===== config.mk =====
export PLATFORM = sky130hd
export DESIGN_NAME = wdt_reset_controller
export DESIGN_NICKNAME = d
export VERILOG_FILES = /design/src/rtl/wdt_pkg.sv /design/src/rtl/wdt_down_counter.sv /design/src/rtl/wdt_reset_controller.sv
export SDC_FILE = /design/constraint.sdc
export NUM_CORES = 1
export LEC_CHECK = 0
export ABC_CLOCK_PERIOD_IN_PS = 1800
export CORE_UTILIZATION = 48
export DETAILED_ROUTE_END_ITERATION = 10
export PLACE_DENSITY = 0.75
export SETUP_SLACK_MARGIN = 0.5
export SLEW_MARGIN = 10
export SYNTH_ARGS = -nofsm -noshare
export SYNTH_HDL_FRONTEND = slang
export SYNTH_SLANG_ARGS = --single-unit

===== constraint.sdc =====
create_clock -name clk -period 1.8 [get_ports clk]
set_input_delay 0.54 -clock clk [delete_from_list [all_inputs] [get_ports clk]]
set_output_delay 0.54 -clock clk [all_outputs]
set_load 0.1 [all_outputs]

===== src/rtl/wdt_pkg.sv =====
// Shared types and sizing helper for the watchdog reset controller.
package wdt_pkg;

    // Controller states.
    typedef enum logic [1:0] {
        IDLE    = 2'd0,
        PENDING = 2'd1,
        RESET   = 2'd2
    } wdt_state_e;

    // Sticky reset cause, encoded exactly as software reads it back.
    typedef enum logic [1:0] {
        CAUSE_NONE   = 2'b00,
        CAUSE_ACK_TO = 2'b01,
        CAUSE_STRIKE = 2'b10
    } wdt_cause_e;

    // Bits needed to hold an unsigned value up to load_val (at least 1).
    function automatic int cnt_width(input int load_val);
        return (load_val < 1) ? 1 : $clog2(load_val + 1);
    endfunction

endpackage


===== src/rtl/wdt_down_counter.sv =====
// Loadable down-counter that saturates at zero and flags when it gets there.
module wdt_down_counter
    import wdt_pkg::*;
#(
    parameter int MAX_VAL = 15,
    localparam int W = cnt_width(MAX_VAL)
) (
    input  logic         clk,
    input  logic         rstn,
    input  logic         load,
    input  logic [W-1:0] load_val,
    input  logic         en,
    output logic         zero
);

    logic [W-1:0] cnt;

    // Load has priority; enabled decrements stop at zero instead of wrapping.
    always_ff @(posedge clk or negedge rstn) begin
        if (!rstn)
            cnt <= '0;
        else if (load)
            cnt <= load_val;
        else if (en && (cnt != '0))
            cnt <= cnt - 1'b1;
    end

    assign zero = (cnt == '0);

endmodule


===== src/rtl/wdt_reset_controller.sv =====
// Turns watchdog timeouts into an acknowledged CPU interrupt and escalates to a
// stretched active-low system reset on ack timeout or strike limit.
module wdt_reset_controller
    import wdt_pkg::*;
#(
    parameter int MAX_STRIKES   = 3,
    parameter int ACK_WINDOW    = 64,
    parameter int RST_PULSE_LEN = 16,
    localparam int SW = $clog2(MAX_STRIKES + 1)
) (
    input  logic          clk,
    input  logic          rstn,
    input  logic          wdt_intr,
    input  logic          ack,
    input  logic          clr_cause,
    output logic          irq_out,
    output logic          sys_rstn_out,
    output logic [SW-1:0] strike_cnt,
    output logic [1:0]    reset_cause
);

    localparam int WIN_MAX = ACK_WINDOW - 1;
    localparam int PUL_MAX = RST_PULSE_LEN - 1;
    localparam int WIN_W   = cnt_width(WIN_MAX);
    localparam int PUL_W   = cnt_width(PUL_MAX);

    localparam logic [WIN_W-1:0] WIN_LOAD   = WIN_W'(WIN_MAX);
    localparam logic [PUL_W-1:0] PUL_LOAD   = PUL_W'(PUL_MAX);
    localparam logic [SW-1:0]    STRIKE_MAX = SW'(MAX_STRIKES);

    wdt_state_e    state, state_d;
    wdt_cause_e    cause_q, cause_d;
    logic          wdt_intr_q;
    logic          tmo_edge;
    logic [SW-1:0] strike_d, strike_base, strike_inc;
    logic          irq_d, rstn_d;
    logic          win_load, win_zero;
    logic          pul_load, pul_zero;

    // A timeout is the rising edge of the watchdog level; a level high at reset
    // release counts because wdt_intr_q comes out of reset low.
    assign tmo_edge = wdt_intr & ~wdt_intr_q;

    // clr_cause in the same cycle as an edge counts that edge from zero.
    assign strike_base = clr_cause ? '0 : strike_cnt;
    assign strike_inc  = (strike_base == STRIKE_MAX) ? strike_base : strike_base + 1'b1;

    assign reset_cause = cause_q;

    // Acknowledge window: runs only while PENDING.
    wdt_down_counter #(.MAX_VAL(WIN_MAX)) u_win_cnt (
        .clk      (clk),
        .rstn     (rstn),
        .load     (win_load),
        .load_val (WIN_LOAD),
        .en       (state == PENDING),
        .zero     (win_zero)
    );

    // Reset pulse stretcher: runs only while in RESET.
    wdt_down_counter #(.MAX_VAL(PUL_MAX)) u_pul_cnt (
        .clk      (clk),
        .rstn     (rstn),
        .load     (pul_load),
        .load_val (PUL_LOAD),
        .en       (state == RESET),
        .zero     (pul_zero)
    );

    // State register plus edge-detect history (history keeps tracking in RESET).
    always_ff @(posedge clk or negedge rstn) begin
        if (!rstn) begin
            state      <= IDLE;
            wdt_intr_q <= 1'b0;
        end else begin
            state      <= state_d;
            wdt_intr_q <= wdt_intr;
        end
    end

    // Registered outputs so every response lands one clock after its cause.
    always_ff @(posedge clk or negedge rstn) begin
        if (!rstn) begin
            irq_out      <= 1'b0;
            sys_rstn_out <= 1'b1;
            strike_cnt   <= '0;
            cause_q      <= CAUSE_NONE;
        end else begin
            irq_out      <= irq_d;
            sys_rstn_out <= rstn_d;
            strike_cnt   <= strike_d;
            cause_q      <= cause_d;
        end
    end

    // Next state and outputs; priority in PENDING is strike limit, ack, expiry.
    always_comb begin
        state_d  = state;
        irq_d    = irq_out;
        rstn_d   = sys_rstn_out;
        strike_d = strike_cnt;
        cause_d  = cause_q;
        win_load = 1'b0;
        pul_load = 1'b0;

        case (state)
            IDLE, PENDING: begin
                strike_d = tmo_edge ? strike_inc : strike_base;
                if (clr_cause)
                    cause_d = CAUSE_NONE;

                if (tmo_edge && (strike_inc == STRIKE_MAX)) begin
                    state_d  = RESET;
                    cause_d  = CAUSE_STRIKE;
                    irq_d    = 1'b0;
                    rstn_d   = 1'b0;
                    pul_load = 1'b1;
                end else if (state == PENDING) begin
                    // A non-limit edge here is counted but does not restart the window.
                    if (ack) begin
                        state_d = IDLE;
                        irq_d   = 1'b0;
                    end else if (win_zero) begin
                        state_d  = RESET;
                        cause_d  = CAUSE_ACK_TO;
                        irq_d    = 1'b0;
                        rstn_d   = 1'b0;
                        pul_load = 1'b1;
                    end
                end else if (tmo_edge) begin
                    state_d  = PENDING;
                    irq_d    = 1'b1;
                    win_load = 1'b1;
                end
            end

            RESET: begin
                // Edges, ack and clr_cause are all ignored until the pulse ends.
                irq_d  = 1'b0;
                rstn_d = 1'b0;
                if (pul_zero) begin
                    state_d  = IDLE;
                    rstn_d   = 1'b1;
                    strike_d = '0;
                end
            end

            default: begin
                state_d = IDLE;
                irq_d   = 1'b0;
                rstn_d  = 1'b1;
            end
        endcase
    end

endmodule


==> flow_summary.toml, run 1 <==
[layout]
nets = 139
area_growth_pct = 56.7
fill_cells = 77
multi_input_comb_area_sq_um = 546
final_cell_mix = "buf_4 (21), dfrtp_1 (12), nand2_1 (10), nand3_1 (7), buf_12 (6)"
drive_gt1_frac = 0.489
seqCellArea_sq_um = 493
diodes = 0
final_common_cell = "buf_4"
fin_util = 0.832

[timing]
tightest_slew_ns = 0.482
slew_viol_final = 0
fin_skew_ns = 0.00278
period_share = 1.04
setup_viol = 8
whs_ns = 0.489
max_freq_mhz = 534
hold_violations = 0
final.min_clock_period_ns = 1.87
slew_headroom = 0.671
rsz0062_at_grt = "true"
setup_ws_ns = -0.0739

[die]
die_w_microns = 46.4
dieArea_sq_um = 2150
fp.coreArea_sq_um = 1780
row_count = 15
chipHeight_microns = 46.4
io_pins = 11
start_util = 0.531

[setup_path]
path_max_fanout = 4
timing_worst_setup_path_type = "reg2reg"
required_ns = 2.00
endpoint_kind = "flop"
worstPathArrival_ns = 2.07
critPathLaunchType = "flop"

[global_routing]
grt_pass1_vias = 818
grt_pass1_wl_mm = 3.43
grt_max_degree = 20
grt_remaining_overflow = 0
grt.total_usage = 0.234
antenna_found_initial = 0

[job]
maxCapViolations = 0

[power]
peakVddDrop_v = 0.00109
pwr-share-clk = 0.115
power_switching_w = 0.000789
p_comb_frac = 0.541
p_int_w = 0.00117
power_frac_seq = 0.345
switching_share = 0.403
p_leak_nw = 0.630
power_density_nw_per_um2 = 1320

[cts]
clk_pin_slew_ns = 0.12
cts_buffers = 3
ctsHtreeMaxLevel = 1
clkLatencyLatePin_ns = 0.30
clk_path_buf_depth = 2
clock-root-buffer = "clkbuf_4"
cts_tree = "built"
clock_sinks = 19
cts_hold_buf = 0

[routing]
top_layer_used = "met4"
dr_wl_met3_microns = 163
drt_iter0_markers = 47
finalWirelength_mm = 2.77
route.met2.wl_mm = 1.48
via_per_inst = 5.92
drc_errors = 0
wire_per_inst_microns = 17.7
routed-via-count = 923
wl_met1_mm = 1.06
first_pass_iters = 4
ant_nets = 0

[status]
failed_checks = "setup timing"
outcome = "finished, violations left"

[synth]
synthTopCellsByArea = "dfrtp_1 (48%), nand2_1 (4.8%), nand3_1 (3.7%)"
synth.yosys.seq_area_share = 0.503
syn_area_sq_um = 947
ys_ff_latch = 19
yosysTopAreaCell = "dfrtp_1"
synth_area_per_cell_sq_um = 10.2
yosys_warnings = 0
synthCells = 93
synth_top_area_frac = 0.476
synth_cell_types = 33
synth_nets = 100

[place]
port_buffers = 10
dp_hpwl_mm = 1.49
globalplace.congestion = 0.788

[worst_hold_path]
hold_class = "reg2reg"
cells by family (layout without fill, tap and decap cells):
group,after synthesis,in the layout,synth area share
fa+ha+maj,2,2,0.0264
buf+inv,8,46,0.0330
xor+xnor,3,3,0.0277
compound gates,19,19,0.143
flops,19,19,0.503
simple gates,42,42,0.267
synthesized netlist by cell type:
master and count:
or4b_4 1, nor4b_1 1, a31oi_1 1, a2111oi_0 1
o21ai_2 1, and4bb_1 1, or4_1 2, o21ai_0 2
nor3_1 3, ha_1 2, nor2_1 4, o211ai_1 4
nor4b_4 1, nand2b_1 3, o221a_2 1, nor2b_1 3
xor2_1 1, o21ai_1 2, a22o_1 2, buf_2 1
o21a_1 1, o31ai_1 1, a21oi_1 2, nand4b_1 1
a22oi_1 1, xnor2_1 2, nor3b_1 2, nand3_1 7
nand2_1 12, dfrtp_1 18, inv_1 7, nand3b_1 1
dfstp_2 1
layout make-up:
| type | instances | area share |
|---|---|---|
| clock inverter | 1 | 0.00337 |
| sequential | 19 | 0.332 |
| inverter | 7 | 0.0177 |
| tap | 25 | 0.0211 |
| clock buffer | 3 | 0.0152 |
| timing repair buffer | 35 | 0.243 |
| multi-input combinational | 66 | 0.368 |
metal layers:
metal,vias to the layer above,global-route usage
li1,411,-
met1,452,0.260
met2,48,0.406
met3,12,0.0706
met4,0,0.100
met5,-,0
timing repair:
| action | 4_1_cts | 5_1_grt |
|---|---|---|
| pin swaps | 7 | 8 |
| setup buffers | 7 | 9 |
| resized for setup | 12 | 14 |
| setup endpoints to repair | 24 | 24 |
power groups by stage:
stage | Combinational (W) | Clock [W] | Sequential [W]
global placement | 0.000697 | 0 | 0.000665
finish | 0.00106 | 0.000225 | 0.000675
detailed placement | 0.000731 | 0 | 0.000668
CTS | 0.000856 | 0.000219 | 0.000660
global route | 0.00112 | 0.000251 | 0.000690
floorplan | 0.000251 | 0 | 0.000850
state kept, by name (all words and copies together) (netlist names):
signal         cells
irq_out            1
reset_cause        2
state              2
strike_cnt         2
sys_rstn_out       1
u_pul_cnt.cnt      4
u_win_cnt.cnt      6
wdt_intr_q         1
per-stage QoR:
stage	total power [W]	setup TNS, ns	area [sq um]	worst slack [ns]	instances
global placement	0.00136	-0.406	1230	-0.0538	136
finish	0.00196	-0.199	1480	-0.0739	156
detailed placement	0.00140	-0.949	1230	-0.0981	136
global route	0.00206	-1.43	1480	-0.181	156
CTS	0.00173	-0.0274	1350	-0.0274	147
floorplan	0.00110	0	981	0.0727	93
path summary, 6_finish.rpt:
check,cells after the start,start,to,slack (ns)
worst max-delay path,6,u_win_cnt.cnt[0],reset_cause[1],-0.07
worst min-delay path,1,state[1],state[0],0.49
worst max register to register,6,u_win_cnt.cnt[0],reset_cause[1],-0.07
worst min register to register,1,state[1],state[0],0.49
max in group asynchronous,2,rstn,sys_rstn_out,0.97
min in group asynchronous,2,rstn,u_win_cnt.cnt[5],0.57
worst max-delay path: stages, from the launching register on:
cell	delay (ns)
dfrtp_1	0.41
inv_2	0.08
ha_4	0.13
or4b_4	0.49
nor4b_4	0.36
o21ai_1	0.11
a22o_1	0.19
(Power assumes the default switching activity.)
==> run 2, diff against run 1 <==
Settings changed: ABC_CLOCK_PERIOD_IN_PS 1800 to 1750, CORE_UTILIZATION 48 to 53, PLACE_DENSITY 0.75 to 0.78.
Clock period 1.8 ns to 1.75 ns, I/O delays scaled along.
==> flow_summary.toml, run 2 (synthesized netlist as in run 1, its figures left out) <==
[routing]
wire_per_inst_microns = 20.1
ant_nets = 0
first_pass_iters = 4
drc_errors = 0
via_per_inst = 6.14
routed-via-count = 946
drt_iter0_markers = 57
finalWirelength_mm = 3.09

[cts]
clock_sinks = 19
clk_pin_slew_ns = 0.12
cts_buffers = 3
cts_hold_buf = 0
cts_tree = "built"
clkLatencyLatePin_ns = 0.32
ctsHtreeMaxLevel = 1
clk_path_buf_depth = 2
clock-root-buffer = "clkbuf_4"

[layout]
nets = 138
reg_top3 = "u_win_cnt.cnt x6, u_pul_cnt.cnt x4"
largest_reg_flops = 6
regMostFlops = "u_win_cnt.cnt"
drive_gt1_frac = 0.500
area_growth_pct = 59.2
diodes = 0
final_cell_mix = "buf_4 (19), dfrtp_1 (13), nand2_1 (10), buf_12 (6)"
design_area_sq_um = 1510
final_common_cell = "buf_4"

[timing]
setup_ws_ns = -0.129
slew_headroom = 0.768
final.min_clock_period_ns = 1.88
whs_ns = 0.460
tightest_slew_ns = 0.339
setup_tns_ns = -0.980
max_freq_mhz = 532
hold_violations = 0
setup_viol = 14
fin_skew_ns = 0.0111
slew_viol_final = 0
rsz0062_at_grt = "true"
period_share = 1.07

[place]
placed_area_sq_um = 1250
pre_cts_slack_ns = -0.157
port_buffers = 10
globalplace.congestion = 0.825
dp_hpwl_mm = 1.51

[power]
p_comb_frac = 0.504
power_w = 0.00192
p_leak_nw = 0.637
p_int_w = 0.00112
pwr-share-clk = 0.129
power_density_nw_per_um2 = 1270
power_switching_w = 0.000806
peakVddDrop_v = 0.000990
power_frac_seq = 0.368
switching_share = 0.419

[setup_path]
critPathLaunchType = "flop"
reg2regPathDepth = 7
critPathSlowestCell = "or4b_4"
crit_chain = "inv_2 -> ha_4 -> or4b_4 -> nor4b_4 -> buf_4 -> o21ai_4 -> o211ai_1"
path_max_fanout = 5
worstPathArrival_ns = 2.11
cp_top_family = "simple AND/OR/NAND/NOR gates"
critPathBufInv = 2
endpoint_kind = "flop"
cp_num_cells = 7
timing_worst_setup_path_type = "reg2reg"
required_ns = 1.98
max_stage_delay_ns = 0.49

[status]
failed_checks = "setup timing"
outcome = "finished, violations left"

[die]
die_w_microns = 44.3
io_pins = 11
row_count = 14
fp.coreArea_sq_um = 1590
dieArea_sq_um = 1960
chipHeight_microns = 44.3
start_util = 0.594

[global_routing]
grt.total_usage = 0.278
grt_pass1_wl_mm = 3.85
antenna_found_initial = 0
grt_remaining_overflow = 0
grt_pass1_vias = 870
grt_max_degree = 20

[worst_hold_path]
hold_depth = 1
hold_class = "in2reg"

[job]
maxCapViolations = 0
[run 2: changes by cell type in the layout (fill, tap and decap cells not counted), sizes merged]
| cell | change |
|---|---|
| clkbuf | +1 |
| clkdlybuf4s15 | +2 |
| dlygate4sd2 | -2 |
| buf | -1 |
| clkinv | -1 |
[run 2: worst paths after layout]
path / from / endpoint / slack (ns)
max in group asynchronous: rstn / sys_rstn_out / 0.94
worst max register to register: u_win_cnt.cnt[0] / u_pul_cnt.cnt[1] / -0.13
worst min register to register: u_pul_cnt.cnt[1] / u_pul_cnt.cnt[1] / 0.61
min in group asynchronous: rstn / u_win_cnt.cnt[5] / 0.53
worst max-delay path: u_win_cnt.cnt[0] / u_pul_cnt.cnt[1] / -0.13
worst min-delay path: wdt_intr / wdt_intr_q / 0.46
[run 2: final cells by class]
class	instances	area (sq um)
Inverter	7	26.3
Multi-Input combinational cell	66	573
Fill cell	45	86.3
Clock buffer	4	26.3
Sequential cell	19	492
Tap cell	24	30.0
Timing Repair Buffer	34	360
[run 2: power by group through the flow]
stage / Sequential (W) / Combinational [W] / Clock [W]
after floorplan: 0.000878 / 0.000261 / 0
after global placement: 0.000687 / 0.000728 / 0
after detailed placement: 0.000692 / 0.000748 / 0
after CTS: 0.000687 / 0.000869 / 0.000224
after global routing: 0.000719 / 0.00103 / 0.000258
final: 0.000706 / 0.000968 / 0.000247
[run 2: routing by layer]
layer,track usage,vias to the layer above,wire length (microns)
li1,-,412,-
met3,0.0735,16,243
met2,0.476,66,1610
met1,0.331,452,1130
met5,0,-,0
met4,0.115,0,110
[run 2: what timing repair did]
| action | in CTS | in global routing |
|---|---|---|
| setup endpoints to repair | 24 | 24 |
| setup buffers | 11 | 3 |
| pin swaps | 14 | 9 |
| resized for setup | 19 | 13 |
[run 2: metrics by stage]
| step | cells | utilization |
|---|---|---|
| 2_1_floorplan | 93 | - |
| 3_3_place_gp | 136 | 0.782 |
| 3_5_place_dp | 136 | 0.782 |
| 4_1_cts | 151 | 0.889 |
| 5_1_grt | 154 | 0.946 |
| 6_report | 154 | 0.946 |
==> run 3, diff against run 2 <==
Settings changed: CORE_UTILIZATION 53 to 55, GPL_TIMING_DRIVEN set to 1, PLACE_DENSITY 0.78 to 0.79, SLEW_MARGIN 10 to 20, SYNTH_HIERARCHICAL set to 1.
==> flow_summary.toml, run 3 <==
[status]
outcome = "did not finish"
haltStage = "5_1_grt"
error_line = "[ERROR DPL-0033] detailed placement checks failed during check placement."

[timing]
worst_path_end_type = "sequential cell input"
grt-worst-endpoint = "u_pul_cnt/cnt[3]$_DFFE_PN0P_/D"

[cts]
clock_sinks = 19
ctsHtreeMaxLevel = 1
cts_hold_buf = 0
cts_buffers = 3
clk_path_buf_depth = 2
clock-root-buffer = "clkbuf_4"

[synth]
post-synth-top-count-cell = "dfrtp_1"
async_reset_ff_frac = 1.00
synth_cell_types = 51
ys_ff_latch = 19
synth_common_cells = "dfrtp_1 (18), inv_1 (9), nor2_1 (9), nand2_1 (7), o21ai_0 (6)"
synthFlopType = "dfrtp_1"
synth_area_per_cell_sq_um = 9.70
synth_top_area_frac = 0.390
synthTopCellsByArea = "dfrtp_1 (39%), ha_1 (3.3%), inv_1 (2.9%)"
yosysTopAreaCell = "dfrtp_1"
yosys_warnings = 6
syn_area_sq_um = 1150
synthCells = 119
synth.yosys.seq_area_share = 0.413
synth-edff-count = 0

[place]
pre_cts_slack_ns = -0.389
dp_hpwl_mm = 1.94
globalplace.congestion = 0.814
port_buffers = 10

[global_routing]
antenna_found_initial = 0
grt_max_degree = 20

[die]
row_count = 16
die_w_microns = 47.8
chipHeight_microns = 47.8
io_pins = 11
start_util = 0.589
==> run 3: cell families after synthesis <==
logic type,synth area share
and+or+nand+nor,0.255
AOI/OAI and AO/OA,0.222
DFF,0.413
buffers and inverters,0.0661
adders and majority gates,0.0325
muxes,0.00867
other,0.00325
==> run 3: timing repair <==
item,CTS
resized for setup,13
pin swaps,8
endpoints found under the hold margin,0
buffers inserted,18
endpoints found under the setup margin,24
==> run 3: through the flow <==
| step | std cells | TNS (ns) | cell area [sq um] | utilization |
|---|---|---|---|---|
| global placement | 183 | -2.36 | 1590 | 0.811 |
| detailed placement | 183 | -2.66 | 1590 | 0.811 |
| floorplan | 128 | -0.272 | 1270 | - |
| CTS | 205 | -0.0424 | 1790 | 0.910 |
==> run 4, diff against run 3 <==
Settings changed: CORE_AREA set to 2 2 63 65, CORE_UTILIZATION 55 to unset, DIE_AREA set to 0 0 65 67, PLACE_DENSITY 0.79 to unset, PLACE_DENSITY_LB_ADDON set to 0.15, SETUP_SLACK_MARGIN 0.5 to unset.
==> flow_summary.toml, run 4 <==
[status]
outcome = "finished, violations left"
failed_checks = "setup timing"

[cts]
clk_pin_slew_ns = 0.07
clk_path_buf_depth = 2
clock-root-buffer = "clkbuf_8"
cts_buffers = 3
ctsHtreeMaxLevel = 1
cts_hold_buf = 0
cts_tree = "built"
clkLatencyLatePin_ns = 0.26
clock_sinks = 19

[setup_path]
timing_worst_setup_path_type = "reg2reg"
required_ns = 1.90
endpoint_kind = "flop"
r2r_setup_slack_ns = -0.04
path_max_fanout = 5
worstPathArrival_ns = 1.94
critPathLaunchType = "flop"

[synth]
synth.yosys.seq_area_share = 0.413
synth_area_per_cell_sq_um = 9.70
async_reset_ff_frac = 1.00
yosysTopAreaCell = "dfrtp_1"
synthTopCellsByArea = "dfrtp_1 (39%), ha_1 (3.3%), inv_1 (2.9%)"
synth-edff-count = 0
synth_common_cells = "dfrtp_1 (18), inv_1 (9), nor2_1 (9), nand2_1 (7), o21ai_0 (6)"
synthFlopType = "dfrtp_1"
synthCells = 119
syn_area_sq_um = 1150
yosys_warnings = 6
synth_top_area_frac = 0.390
post-synth-top-count-cell = "dfrtp_1"
ys_ff_latch = 19
synth_cell_types = 51

[timing]
max_freq_mhz = 558
setup_ws_ns = -0.0426
hold_violations = 0
rsz0062_at_grt = "true"
final.min_clock_period_ns = 1.79
slew_viol_final = 0
whs_ns = 0.570
fin_skew_ns = 0.00545
period_share = 1.02
setup_viol = 1

[layout]
fill_cells = 345
diodes = 0
reg_top3 = "u_win_cnt/cnt x6, u_pul_cnt/cnt x4"
seqCellArea_sq_um = 480
drive_gt1_frac = 0.399
area_growth_pct = 52.0
final_common_cell = "buf_4"
regMostFlops = "u_win_cnt/cnt"
multi_input_comb_area_sq_um = 689
nets = 182
largest_reg_flops = 6
stdcell_count = 221
final_cell_mix = "buf_4 (34), dfrtp_1 (17), conb_1 (10), nor2_1 (8)"

[job]
maxCapViolations = 0

[die]
dieArea_sq_um = 4360
die_w_microns = 65
fp.coreArea_sq_um = 3610
start_util = 0.320
row_count = 22
chipHeight_microns = 67
io_pins = 11

[routing]
wire_per_inst_microns = 12.0
routed-via-count = 1048
via_per_inst = 4.74
finalWirelength_mm = 2.65
ant_nets = 0
first_pass_iters = 4
drc_errors = 0
drt_iter0_markers = 32

[power]
p_leak_nw = 0.782
peakVddDrop_v = 0.000795
power_w = 0.00232
power_density_nw_per_um2 = 1320

[place]
globalplace.congestion = 0.768
dp_hpwl_mm = 1.86
dp.cells = 207
port_buffers = 10

[global_routing]
grt_remaining_overflow = 0
grt_pass1_wl_mm = 4.75
antenna_found_initial = 0
grt_max_degree = 20
grt.total_usage = 0.143
grt_pass1_vias = 1067

[worst_hold_path]
hold_class = "reg2reg"
[run 4: cell counts after synthesis]
No cell type changed its count.
[run 4: final cells by class]
cell class | count | area share
Timing Repair Buffer | 46 | 0.252
Inverter | 10 | 0.0214
Sequential cell | 19 | 0.274
Tap cell | 48 | 0.0342
Clock buffer | 4 | 0.0257
Multi-Input combinational cell | 94 | 0.393
[run 4: report_power, final]
| group | internal [W] | switching [W] |
|---|---|---|
| clock | 0.000162 | 0.000151 |
| combinational | 0.000635 | 0.000629 |
| sequential | 0.000601 | 0.000140 |
| total | 0.00140 | 0.000919 |
[run 4: per-layer routing]
metal	track usage	vias to the layer above	part of all wire
met5	0	-	0
met4	0.0718	0	0.017
met3	0.0203	4	0.020
met2	0.241	10	0.49
met1	0.179	500	0.47
li1	-	534	-
[run 4: worst paths after layout]
path	cells after the start	start	end
max	8	u_win_cnt/cnt[2]	u_pul_cnt/cnt[3]
min	1	reset_cause[0]	reset_cause[0]
max reg2reg	8	u_win_cnt/cnt[2]	u_pul_cnt/cnt[3]
min reg2reg	1	reset_cause[0]	reset_cause[0]
max in group asynchronous	2	rstn	sys_rstn_out
min in group asynchronous	2	rstn	u_win_cnt/cnt[1]
[run 4: logic make-up (layout without fill, tap and decap cells)]
group	count (synthesis)	count (layout)	synth area share
AND/OR/NAND/NOR	45	45	0.255
other	1	10	0.00325
AO/OA/AOI/OAI	35	35	0.222
flip-flops	19	19	0.413
multiplexers	1	1	0.00867
adder cells (fa/ha/maj)	3	3	0.0325
buffers and inverters	15	60	0.0661
[run 4: timing repair]
action,CTS,global route
buffers inserted,9,1
pin swaps,6,3
endpoints found under the hold margin,0,0
endpoints found under the setup margin,9,5
resized for setup,9,0
[run 4: critical path, stage by stage (launching register included)]
cell,delay (ns)
dfrtp_1,0.38
or3_4,0.41
nor2_4,0.10
and3b_4,0.21
o21ai_2,0.07
inv_2,0.07
buf_6,0.12
nor3_2,0.04
a221o_1,0.29
[run 4: stage by stage]
stage | worst slack [ns] | TNS (ns) | instance area, sq um | util
6_report | -0.0426 | -0.0426 | 1760 | 0.487
5_1_grt | -0.119 | -0.279 | 1760 | 0.487
4_1_cts | -0.0930 | -0.101 | 1750 | 0.485
3_5_place_dp | -0.482 | -3.71 | 1600 | 0.444
3_3_place_gp | -0.438 | -3.38 | 1600 | 0.444
2_1_floorplan | -0.136 | -0.270 | 1230 | -
